===== src/rtl/vblank_scheduler_pkg.sv =====
// Shared definitions for the vertical-blank update scheduler.
//   VVIDEO_ON : first line of vertical blanking (blank-start line)
//   state_t   : scheduler FSM state encoding
package vblank_scheduler_pkg;

   localparam logic [9:0] VVIDEO_ON = 10'd480;

   typedef enum logic [1:0] {
      ST_IDLE  = 2'd0,
      ST_SCAN  = 2'd1,
      ST_GRANT = 2'd2,
      ST_WAIT  = 2'd3
   } state_t;

endpackage


===== src/rtl/vblank_scheduler_prio_enc.sv =====
// prio_enc: lowest-set-bit priority encoder (index 0 highest priority).
// Ports:
//   vec    in  NREQ  request vector
//   onehot out NREQ  one-hot lowest set bit of vec (zero when vec == 0)
//   valid  out 1     vec has at least one bit set
module prio_enc #(
   parameter int NREQ = 4
) (
   input  logic [NREQ-1:0] vec,
   output logic [NREQ-1:0] onehot,
   output logic            valid
);

   // Two's-complement trick isolates the lowest set bit.
   assign onehot = vec & (~vec + NREQ'(1));
   assign valid  = |vec;

endmodule


===== src/rtl/vblank_scheduler.sv =====
// vblank_scheduler: hands out one update slot per requester during vertical
// blanking, fixed priority (index 0 highest), one grant at a time.
// Ports:
//   i_pixel_clock in  1     clock
//   i_reset       in  1     asynchronous active-high reset
//   i_hpos/i_vpos in  10    raster position from the sync generator
//   i_req         in  NREQ  level requests, latched once at blank start
//   i_done        in  NREQ  pulse ending the granted slot (other bits ignored)
//   o_grant       out NREQ  registered one-hot-or-zero grant
//   o_frame_tick  out 1     pulse at blank start
//   o_busy        out 1     high in SCAN or GRANT
//   o_timeout     out 1     pulse when the watchdog revokes a grant
//   o_overrun     out 1     sticky: blanking ended with work unfinished
// Build option: define VBLANK_SCHED_WATCHDOG_EN to limit each grant to
// WDOG_CYCLES cycles; without it o_timeout is tied low.
//
// state | meaning
// IDLE  | waiting for blank start
// SCAN  | picking the next pending requester (grant low this cycle)
// GRANT | one requester owns the slot
// WAIT  | frame's work done, waiting for active start
module vblank_scheduler
   import vblank_scheduler_pkg::*;
#(
   parameter int NREQ        = 4,
   parameter int WDOG_CYCLES = 8000
) (
   input  logic            i_pixel_clock,
   input  logic            i_reset,
   input  logic [9:0]      i_hpos,
   input  logic [9:0]      i_vpos,
   input  logic [NREQ-1:0] i_req,
   input  logic [NREQ-1:0] i_done,
   output logic [NREQ-1:0] o_grant,
   output logic            o_frame_tick,
   output logic            o_busy,
   output logic            o_timeout,
   output logic            o_overrun
);

   if (WDOG_CYCLES < 1) begin : g_bad_wdog
      $error("WDOG_CYCLES must be at least 1");
   end

   state_t            state_q, state_d;
   logic [NREQ-1:0]   pending_q, pending_d;
   logic [NREQ-1:0]   grant_d;
   logic              tick_d, busy_d, overrun_d;
   logic [NREQ-1:0]   pick;
   logic              pick_valid;
   logic              blank_start, active_start, done_hit;

   assign blank_start  = (i_vpos == VVIDEO_ON) && (i_hpos == 10'd0);
   assign active_start = (i_vpos == 10'd0) && (i_hpos == 10'd0);
   assign done_hit     = |(i_done & o_grant);

   prio_enc #(.NREQ(NREQ)) u_prio_enc (
      .vec    (pending_q),
      .onehot (pick),
      .valid  (pick_valid)
   );

`ifdef VBLANK_SCHED_WATCHDOG_EN
   localparam int WDOG_W = (WDOG_CYCLES > 1) ? $clog2(WDOG_CYCLES) : 1;
   localparam logic [WDOG_W-1:0] WDOG_LOAD = WDOG_W'(WDOG_CYCLES - 1);

   logic [WDOG_W-1:0] wdog_q, wdog_d;
   logic              timeout_d;
   logic              wdog_expired;

   assign wdog_expired = (wdog_q == '0);
`endif

   // State register and registered outputs.
   always_ff @(posedge i_pixel_clock or posedge i_reset) begin
      if (i_reset) begin
         state_q      <= ST_IDLE;
         pending_q    <= '0;
         o_grant      <= '0;
         o_frame_tick <= 1'b0;
         o_busy       <= 1'b0;
         o_overrun    <= 1'b0;
      end else begin
         state_q      <= state_d;
         pending_q    <= pending_d;
         o_grant      <= grant_d;
         o_frame_tick <= tick_d;
         o_busy       <= busy_d;
         o_overrun    <= overrun_d;
      end
   end

`ifdef VBLANK_SCHED_WATCHDOG_EN
   always_ff @(posedge i_pixel_clock or posedge i_reset) begin
      if (i_reset) begin
         wdog_q    <= '0;
         o_timeout <= 1'b0;
      end else begin
         wdog_q    <= wdog_d;
         o_timeout <= timeout_d;
      end
   end
`else
   assign o_timeout = 1'b0;
`endif

   // Next-state logic.
   always_comb begin
      state_d = state_q;
      case (state_q)
         ST_IDLE:  if (blank_start) state_d = ST_SCAN;
         ST_SCAN: begin
            if (active_start)    state_d = ST_IDLE;
            else if (pick_valid) state_d = ST_GRANT;
            else                 state_d = ST_WAIT;
         end
         ST_GRANT: begin
            if (active_start)  state_d = ST_IDLE;
            else if (done_hit) state_d = ST_SCAN;
`ifdef VBLANK_SCHED_WATCHDOG_EN
            else if (wdog_expired) state_d = ST_SCAN;
`endif
         end
         ST_WAIT:  if (active_start) state_d = ST_IDLE;
         default:  state_d = ST_IDLE;
      endcase
   end

   // Output / datapath logic; results are registered above.
   always_comb begin
      pending_d = pending_q;
      grant_d   = o_grant;
      tick_d    = 1'b0;
      overrun_d = o_overrun;
`ifdef VBLANK_SCHED_WATCHDOG_EN
      wdog_d    = wdog_q;
      timeout_d = 1'b0;
`endif
      case (state_q)
         ST_IDLE: begin
            if (blank_start) begin
               pending_d = i_req;
               tick_d    = 1'b1;
            end
         end
         ST_SCAN: begin
            if (active_start) begin
               overrun_d = o_overrun | (|pending_q);
               pending_d = '0;
               grant_d   = '0;
            end else if (pick_valid) begin
               grant_d   = pick;
               pending_d = pending_q & ~pick;
`ifdef VBLANK_SCHED_WATCHDOG_EN
               wdog_d    = WDOG_LOAD;
`endif
            end else begin
               grant_d = '0;
            end
         end
         ST_GRANT: begin
            // A grant is always held in GRANT, so active start here is an overrun.
            if (active_start) begin
               overrun_d = 1'b1;
               pending_d = '0;
               grant_d   = '0;
            end else if (done_hit) begin
               grant_d = '0;
            end
`ifdef VBLANK_SCHED_WATCHDOG_EN
            else if (wdog_expired) begin
               grant_d   = '0;
               timeout_d = 1'b1;
            end else begin
               wdog_d = wdog_q - WDOG_W'(1);
            end
`endif
         end
         default: grant_d = '0;
      endcase
      busy_d = (state_d == ST_SCAN) || (state_d == ST_GRANT);
   end

endmodule


===== config.mk =====
export PLATFORM = sky130hd
export DESIGN_NAME = vblank_scheduler
export DESIGN_NICKNAME = d
export VERILOG_FILES = /design/src/rtl/vblank_scheduler_pkg.sv /design/src/rtl/vblank_scheduler_prio_enc.sv /design/src/rtl/vblank_scheduler.sv
export SDC_FILE = /design/constraint.sdc
export NUM_CORES = 1
export LEC_CHECK = 0
export BUFFER_PORTS_ARGS = -buffer_cell sky130_fd_sc_hd__buf_2
export CELL_PAD_IN_SITES_DETAIL_PLACEMENT = 0
export CELL_PAD_IN_SITES_GLOBAL_PLACEMENT = 2
export CORE_MARGIN = 1.5
export CORE_UTILIZATION = 29
export DETAILED_ROUTE_END_ITERATION = 12
export PLACE_DENSITY_LB_ADDON = 0.1
export SLEW_MARGIN = 20
export SYNTH_ARGS = -nofsm -noshare
export SYNTH_HDL_FRONTEND = slang
export SYNTH_SLANG_ARGS = --single-unit

===== constraint.sdc =====
create_clock -name i_pixel_clock -period 3.3 [get_ports i_pixel_clock]
set_input_delay 0.33 -clock i_pixel_clock [delete_from_list [all_inputs] [get_ports i_pixel_clock]]
set_output_delay 0.33 -clock i_pixel_clock [all_outputs]
set_load 0.005 [all_outputs]

==> Yosys cells after proc, flatten, opt, wreduce, memory -nomap -nowiden <==
Index checks and enable logic that the tools add are counted.
{ "word_totals": {"register_bits": 13, "latch_bits": 0, "ram_bits": 0, "rom_bits": 0, "out_inout_bits": 8, "elab_cells": 60, "mem_count": 0} }
{ "op_classes": {"addsub": 1, "mul": 0, "n_div": 0, "n_lt_le_gt_ge": 0, "eq_ne": 11, "shift": 0, "n_mux": 22, "n_bitwise": 7, "reduce_logical": 13} }
{ "op_table": {"columns": ["op", "count"], "rows": [
  ["2-to-1 mux 4 bit", 8],
  ["case mux 4 bit (3 select lines)", 2],
  ["logical NOT 10 bit", 2],
  ["bitwise AND 4 bit", 3],
  ["== test 10 x 9 -> 1 bit, second input constant", 1],
  ["2-to-1 mux 2 bit", 5],
  ["inverter 4 bit", 2],
  ["case mux 2 bit (4 select lines)", 1],
  ["OR reduction 4 bit", 2],
  ["== test 2 bit, second input constant", 3],
  ["!= test 2 bit, second input constant", 3],
  ["!= test 3 bit, second input constant", 2],
  ["2-to-1 mux 1 bit", 5],
  ["adder 4 x 1 -> 4 bit, second input constant", 1],
  ["== test 2 x 1 -> 1 bit, second input constant", 2],
  ["AND reduction 4 bit", 1],
  ["AND reduction 3 bit", 1],
  ["nonzero test 3 bit", 1],
  ["logical AND 1 bit", 2],
  ["logical NOT 2 bit", 1],
  ["case mux 1 bit (2 select lines)", 1],
  ["AND reduction 2 bit", 1],
  ["nonzero test 2 bit", 1],
  ["logical OR 1 bit", 1],
  ["2 further kinds", 2]
]} }

==> Longest topological paths before layout <==
Gate-level depths: netlist (run 1).
{ "logic_depth": {"word_depth": 8, "mapped_depth": 8, "ltp_nobuf": 7} }

==> Hierarchy <==
Synthesis (run 1) repeated with hierarchy kept, for this count alone.
{ "hier_totals": {"cells_unflattened": 97, "hier_area_um2": 949.7} }
{ "by_module_without_submodules": {"columns": ["module", "n_inst", "cells_per_inst", "area_per_inst_um2"], "rows": [
  ["vblank_scheduler", 1, 92, 909.6],
  ["prio_enc", 1, 5, 40.0]
]} }

==> Least setup slack after synthesis (run 1) <==
OpenSTA, ideal clock, no wires.
{ "synth_timing": {"kind": "reg-to-reg", "start": "reg state_q[1]", "end": "reg pending_q[2]", "setup_time_ns": 0.079, "arrival_time_ns": 1.659, "slack_ns": 1.561, "path_stages_with_launch": 9, "path_buffers": 1, "period_less_slack_ns": 1.739, "path_cell_list": "dfrtp_1 -> inv_1 -> ha_1 -> clkbuf_1 -> nor2b_1 -> a21oi_1 -> nor2_1 -> nor3_2 -> mux2i_1"} }
{ "synth_between": {"elab_chain_cells": 3, "elab_cells_between_ends": 9, "classes_between": "5 x eq/ne; 1 x mux; 3 x reduce/logical"} }
{ "synth_lines": {"columns": ["element", "line_no", "rtl"], "rows": [
  ["from (decl)", "vblank_scheduler.sv:45", "state_t state_q, state_d;"],
  ["from (signal assigned)", "vblank_scheduler.sv:84", "state_q <= state_d;"],
  ["== test 2 x 1 -> 1 bit, or another cell as far along", "vblank_scheduler.sv:139", "case (state_q)"],
  ["!= test 3 bit (no line), or another cell as far along", null, null],
  ["AND reduction 4 bit (no line)", null, null],
  ["to (signal assigned)", "vblank_scheduler.sv:85", "pending_q <= pending_d;"],
  ["to (decl)", "vblank_scheduler.sv:46", "logic [NREQ-1:0] pending_q, pending_d;"]
]} }
Parallel ways exist; a longest one is shown, timed or not.
A chain may end at the register's enable or synchronous reset.

==> Final worst setup path (run 1) <==
{ "layout_timing": {"start": "reg state_q[1]", "end": "reg pending_q[3]"} }
The elaborated chain is that of the path after synthesis.

==> summary.md, run 1 <==
| Metric | Value |
|---|---|
| Status | finished, final reports clean |
| Final Max Slew Viols | 0 |
| Via count | 871 |
| Synth area leader | dfrtp_1 |
| Skew final | 0.00776 ns |
| Commonest non-fill, non-tap cells in the layout | 36 x buf_2, 13 x dfrtp_1, 11 x inv_1, 9 x a21oi_1, 6 x mux2i_1 |
| Hold slack | 0.0658 ns |
| Post-route setup TNS | 0 ns |
| Seq pwr share | 39.0% |
| I/O pins | 38 |
| Yosys warns | 0 |
| Clock latency at the later pin of the worst-skew pair | 0.27 ns |
| Final hold violation count | 0 |
| Static leakage | 0.574 nW |
| Post-DP Area | 1140 µm² |
| Clock Power Share | 19.6% |
| Register area share after synthesis | 35.0% |
| Yosys cell types | 36 |
| Crit-path max cell delay | 0.40 ns |
| Top post-synthesis cells by area | dfrtp_1 35%, ha_1 6.7%, mux2i_1 6.5%, a21oi_1 4.9%, inv_1 4.4% |
| CTS tree | done |
| Worst Tran Pin Value | 0.503 ns |
| Internal power | 316 µW |
| # diodes | 0 |
| Mapped Area | 928 µm² |
| Final wirelength | 2070 µm |
| PnR Total Power | 501 µW |
| GPL Wtd Cong | 0.802 |
| Pre-antenna DRT Iters | 4 |
| Asr flop ratio synth | 100% |
| Max Clock Freq | 511 MHz |
| Area Growth Syn to Fin | 25.3% |
| Post-route clock period utilization | 59.3% |
| Seq cells post-synth | 13 |
| Post-Synthesis Net Count | 134 |
| Via density | 4.87 |
| CP required | 3.50 ns |
| Critical path startpoint category | flop |
| Sw power | 184 µW |
| Synthesized area per cell | 9.38 µm² |
| Worst-path cell chain | inv_1, ha_1, nor2b_1, a21oi_1, nor2_1, nor3_2, mux2i_1 |
| CTS resizes | 0 |
| Die H | 59.6 µm |
| Avg WL per Cell | 11.6 µm |
| Peak VDD IR | 0.217 mV |
| Total grt overflow | 0 |
| Total track usage | 13.3% |
| Most common cell after layout, fill and taps aside | buf_2 |
| Slew HR | 66.4% |
| Antenna Nets Post-Route | 0 |
| Crit. End Element | flop |
| Num CTS Buffers | 3 |
| Synth Flop Type | dfrtp_1 |
| Combinational Power Share | 41.4% |
| Syn Inst Count | 99 |
| Largest net degree at the start of global routing | 14 |
| DP Worst Slack | 1.28 ns |
| Tmin final | 1.96 ns |
| Starting DRT DRC Count | 21 |
| Power per cell area | 430 nW/µm² |
| Core box area | 3050 µm² |
| CP arrival | 2.15 ns |
| Ratio of cells with drive above 1 in the final layout | 31.9% |
| Clock Sinks | 13 |
| Yosys top cell area share | 35.0% |
| Hold Crit Class | input pin to asynchronous set/reset pin |
| Crit-path max FO | 10 |
| RSZ-0062 raised after global routing | false |
| Post-DP HPWL | 1680 µm |
| Drt drc | 0 |
| Hold buffer count at cts | 0 |
| Wire length of the first global-routing pass | 3570 µm |
| Reg clk slew, reported paths | 0.08 ns |
| # setup viols final | 0 |
| Root Buffer | clkbuf_4 |
| Fillers | 349 |
| Post-layout instance area | 1160 µm² |
| Antenna violations before repair | 0 |
| CP Class | flop to flop |
| Slowest-stage cell, CP | dfrtp_1 |
| EDFF count, synth | 0 |
| Std cell rows | 20 |
| Starting Density | 30.4% |
| Chip width | 59.6 µm |
| MaxCap Viol Count | 0 |
| Switching share of total power | 36.8% |
| Vias in the first global route | 773 |
| Max clock buf depth | 2 |
| Setup Fix Bufs, Post-CTS | 0 |
| Input/output buffers | 36 |
| # H-tree levels | 1 |
| Die Area | 3550 µm² |
| Final setup margin | 1.34 ns |
| Number of nets in the layout | 171 |
[cell type report]
cell class	instances	area, µm²	share of cell area, %
repair buffers	36	180	15.5
well taps	44	55.1	4.73
clock buffers	4	26.3	2.26
flip-flops and latches	13	325	28.0
inverters	11	41.3	3.55
multi-input cells	71	536	46.0
[flip-flops by register name (all words and copies together) (netlist names)]
signal,count
o_busy,1
o_frame_tick,1
o_grant,4
o_overrun,1
pending_q,4
state_q,2
[path summary, 6_finish.rpt]
check,from,to,slack (ns),cells after the start
worst max-delay path,state_q[1],pending_q[3],1.34,7
worst min-delay path,i_reset,o_grant[2],0.07,2
worst max register to register,state_q[1],pending_q[3],1.34,7
worst min register to register,o_overrun,o_overrun,0.48,1
max in group asynchronous,i_reset,o_overrun,2.89,2
min in group i_pixel_clock,i_req[2],pending_q[2],0.29,3
[cell families (layout without fill, tap and decap cells)]
kind of cell / Yosys count / count (layout) / synth area share, %
compound gates: 28 / 28 / 21.4
buf+inv: 15 / 51 / 7.28
xor+xnor: 1 / 1 / 0.944
simple gates: 30 / 30 / 21.7
mux: 6 / 6 / 6.47
other cells: 1 / 1 / 0.404
fa+ha+maj: 5 / 5 / 6.74
flops: 13 / 13 / 35.0
[power by group through the flow]
stage / sequential (mW) / combinational (mW) / clock [mW]
2_1_floorplan: 0.187 / 0.162 / 0
3_3_place_gp: 0.199 / 0.210 / 0
3_5_place_dp: 0.198 / 0.206 / 0
4_1_cts: 0.195 / 0.208 / 0.102
5_1_grt: 0.200 / 0.234 / 0.114
6_report: 0.195 / 0.207 / 0.0983
[stage by stage]
step,util [%],cells
3_5_place_dp,37.3,175
5_1_grt,38.1,179
2_1_floorplan,-,99
4_1_cts,38.1,179
6_report,38.1,179
3_3_place_gp,37.3,175
[metal layers]
layer | share of wire, % | up-vias | global-route usage, %
met3 | 2.8 | 2 | 3.93
met1 | 48 | 421 | 18.2
li1 | - | 433 | -
met2 | 49 | 15 | 20.3
met4 | 0.92 | 0 | 3.81
met5 | 0 | - | 0
[synthesized netlist by cell type (2+ instances only)]
library cell,count
a22oi_1,4
a31oi_1,2
dfrtp_1,13
a211o_1,2
ha_1,5
a21oi_1,9
mux2i_1,6
nor2_1,2
o21ai_0,5
nor3_1,2
nor2b_1,2
nand4_1,2
clkbuf_1,2
and4_1,2
inv_1,11
nand3_1,3
nor4_1,5
nand2b_1,4
[worst max-delay path, delay by kind of cell (launching register included)]
kind	cells	cell delay [ns]
and+or+nand+nor	3	0.52
AOI/OAI and AO/OA	1	0.34
muxes	1	0.21
buffers and inverters	1	0.10
DFF	1	0.40
adders and majority gates	1	0.30
Power figures use the tool's default switching activity.
==> inputs of run 2 (changes only) <==
Settings changed: CORE_UTILIZATION 29 to 27.
Clock period 3.3 ns to 1.9 ns, I/O delays scaled along.
==> run 2 against run 1 <==
Sequential share of layout area down 2.3 points. Sequential power up 67%. Register-to-register slack lost 1.2 ns. Flip-flop and latch count unchanged. Critical endpoint is now o_busy. First-iteration DRC count increased by 110%. Routed wire length is 14% higher. Critical path type unchanged. Highest routed layer unchanged.
==> summary.md, run 2 (same netlist as run 1, synthesis figures left out) <==
| Metric | Value |
|---|---|
| Total track usage | 13.6% (was 13.3%) |
| Setup Fix Bufs, Post-CTS | 0 (unchanged) |
| Hold Crit Start | i_req[2] |
| R2r startpoint | state_q[0] (was state_q[1]) |
| Sw power | 348 µW (was 184 µW) |
| Crit-path max cell delay | 0.43 ns (was 0.40 ns) |
| Clock Sinks | 13 (unchanged) |
| Peak VDD IR | 0.284 mV (was 0.217 mV) |
| Final wirelength | 2360 µm (was 2070 µm) |
| Buffers and inverters on the worst path | 1 (unchanged) |
| Reg clk slew, reported paths | 0.09 ns (was 0.08 ns) |
| CTS tree | done (unchanged) |
| Slowest-stage cell, CP | dfrtp_1 (unchanged) |
| Pre-antenna DRT Iters | 4 (unchanged) |
| Worst Tran Pin Value | 0.534 ns (was 0.503 ns) |
| Starting Density | 28.0% (was 30.4%) |
| Wire length of the first global-routing pass | 3810 µm (was 3570 µm) |
| Hold Crit Class | input pin to flop (was input pin to asynchronous set/reset pin) |
| Ratio of cells with drive above 1 in the final layout | 38.8% (was 31.9%) |
| Most common cell after layout, fill and taps aside | buf_2 (unchanged) |
| Seq pwr share | 34.2% (was 39.0%) |
| Core box area | 3310 µm² (was 3050 µm²) |
| Num CTS Buffers | 3 (unchanged) |
| Number of nets in the layout | 183 (was 171) |
| Post-route setup TNS | 0 ns (unchanged) |
| Internal power | 601 µW (was 316 µW) |
| Hold slack | 0.135 ns (was 0.0658 ns) |
| Chip width | 61.6 µm (was 59.6 µm) |
| CP required | 2.08 ns (was 3.50 ns) |
| Avg WL per Cell | 12.2 µm (was 11.6 µm) |
| Final Max Slew Viols | 0 (unchanged) |
| # setup viols final | 0 (unchanged) |
| PnR Total Power | 949 µW (was 501 µW) |
| Input/output buffers | 36 (unchanged) |
| Switching share of total power | 36.6% (was 36.8%) |
| # H-tree levels | 1 (unchanged) |
| GPL Wtd Cong | 0.750 (was 0.802) |
| MaxCap Viol Count | 0 (unchanged) |
| Combinational Power Share | 46.5% (was 41.4%) |
| Max Clock Freq | 560 MHz (was 511 MHz) |
| Worst-path cell chain | inv_1, ha_2, nand2b_1, a21oi_1, a211o_1, a22o_1, xor2_1 (was inv_1, ha_1, nor2b_1, a21oi_1, nor2_1, nor3_2, mux2i_1) |
| Slew HR | 64.4% (was 66.4%) |
| Via density | 4.71 (was 4.87) |
| Post-DP HPWL | 1880 µm (was 1680 µm) |
| Antenna Nets Post-Route | 0 (unchanged) |
| Antenna violations before repair | 0 (unchanged) |
| Total grt overflow | 0 (unchanged) |
| Post-layout util | 38.3% (was 38.1%) |
| CP top delay family | compound AO/OA/AOI/OAI gates (was simple AND/OR/NAND/NOR gates) |
| Max clock buf depth | 2 (unchanged) |
| Drt drc | 0 (unchanged) |
| Starting DRT DRC Count | 45 (was 21) |
| Largest net degree at the start of global routing | 14 (unchanged) |
| Die H | 61.6 µm (was 59.6 µm) |
| Commonest non-fill, non-tap cells in the layout | 36 x buf_2, 13 x dfrtp_1, 11 x inv_1, 11 x buf_4, 9 x a21oi_1 (was 36 x buf_2, 13 x dfrtp_1, 11 x inv_1, 9 x a21oi_1, 6 x mux2i_1) |
| CP arrival | 1.97 ns (was 2.15 ns) |
| Area Growth Syn to Fin | 36.7% (was 25.3%) |
| Final hold violation count | 0 (unchanged) |
| Status | finished, final reports clean (unchanged) |
| Std cell rows | 21 (was 20) |
| Vias in the first global route | 800 (was 773) |
| Clock Power Share | 19.4% (was 19.6%) |
| Via count | 909 (was 871) |
| Tmin final | 1.79 ns (was 1.96 ns) |
| I/O pins | 38 (unchanged) |
| Static leakage | 0.635 nW (was 0.574 nW) |
| Root Buffer | clkbuf_4 (unchanged) |
| Critical path startpoint category | flop (unchanged) |
| Power per cell area | 748 nW/µm² (was 430 nW/µm²) |
| CP startpoint | state_q[0] (was state_q[1]) |
| Fillers | 357 (was 349) |
| CP Class | flop to flop (unchanged) |
| Post-route clock period utilization | 94.0% (was 59.3%) |
| Crit-path max FO | 6 (was 10) |
| RSZ-0062 raised after global routing | false (unchanged) |
| Largest registers | o_grant x4, pending_q x4, state_q x2 (unchanged) |
| Area of the multi-input gates | 544 µm² (was 536 µm²) |
| Skew final | 0.00123 ns (was 0.00776 ns) |
| Clock latency at the later pin of the worst-skew pair | 0.28 ns (was 0.27 ns) |
| Crit. End Element | flop (unchanged) |
| Sequential cell area | 325 µm² (unchanged) |
| # diodes | 0 (unchanged) |
| Die Area | 3800 µm² (was 3550 µm²) |
## run 2: tightest hold or removal path, stage by stage
cell     delay (ns)
buf_2          0.10
inv_1          0.04
mux2i_1        0.06
## run 2: final timing paths
| check | slack [ns] | cells past startpoint | end |
|---|---|---|---|
| max in group asynchronous | 1.07 | 3 | o_grant[1] |
| worst min-delay path | 0.14 | 3 | pending_q[2] |
| worst max register to register | 0.11 | 7 | o_busy |
| worst max-delay path | 0.11 | 7 | o_busy |
| min in group asynchronous | 0.47 | 3 | pending_q[1] |
| worst min register to register | 0.48 | 1 | o_overrun |
## run 2: repair_timing
| action | 4_1_cts | 5_1_grt |
|---|---|---|
| endpoints found under the setup margin | 0 | 5 |
| endpoints found under the hold margin | 13 | 0 |
| hold buffers | 1 | 0 |
| resized for setup | 0 | 2 |
## run 2: per-layer routing
metal,up-vias,part of all wire [%],track usage [%]
met4,0,1.7,5.47
li1,457,-,-
met2,24,48,19.2
met3,4,4.1,2.52
met5,-,0,0
met1,424,46,20.2
## run 2: power groups by stage
stage / clock network [mW] / registers [mW] / logic (mW)
finish: 0.184 / 0.325 / 0.441
global route: 0.205 / 0.330 / 0.499
CTS: 0.190 / 0.325 / 0.441
detailed placement: 0 / 0.330 / 0.436
global placement: 0 / 0.329 / 0.446
floorplan: 0 / 0.325 / 0.281
## run 2: through the flow
step	setup slack, ns	instances	instance area (µm²)
final	0.115	193	1270
after global routing	0.0159	193	1270
after CTS	0.0686	193	1260
after detailed placement	0.0792	188	1220
after global placement	0.155	188	1220
after floorplan	0.161	99	928
## run 2: cell type report
type | instances | area share, %
repair buffers | 48 | 21.5
inverters | 11 | 3.25
multi-input cells | 71 | 42.9
clock inverters | 1 | 0.394
clock buffers | 3 | 1.78
well taps | 46 | 4.54
flip-flops and latches | 13 | 25.6
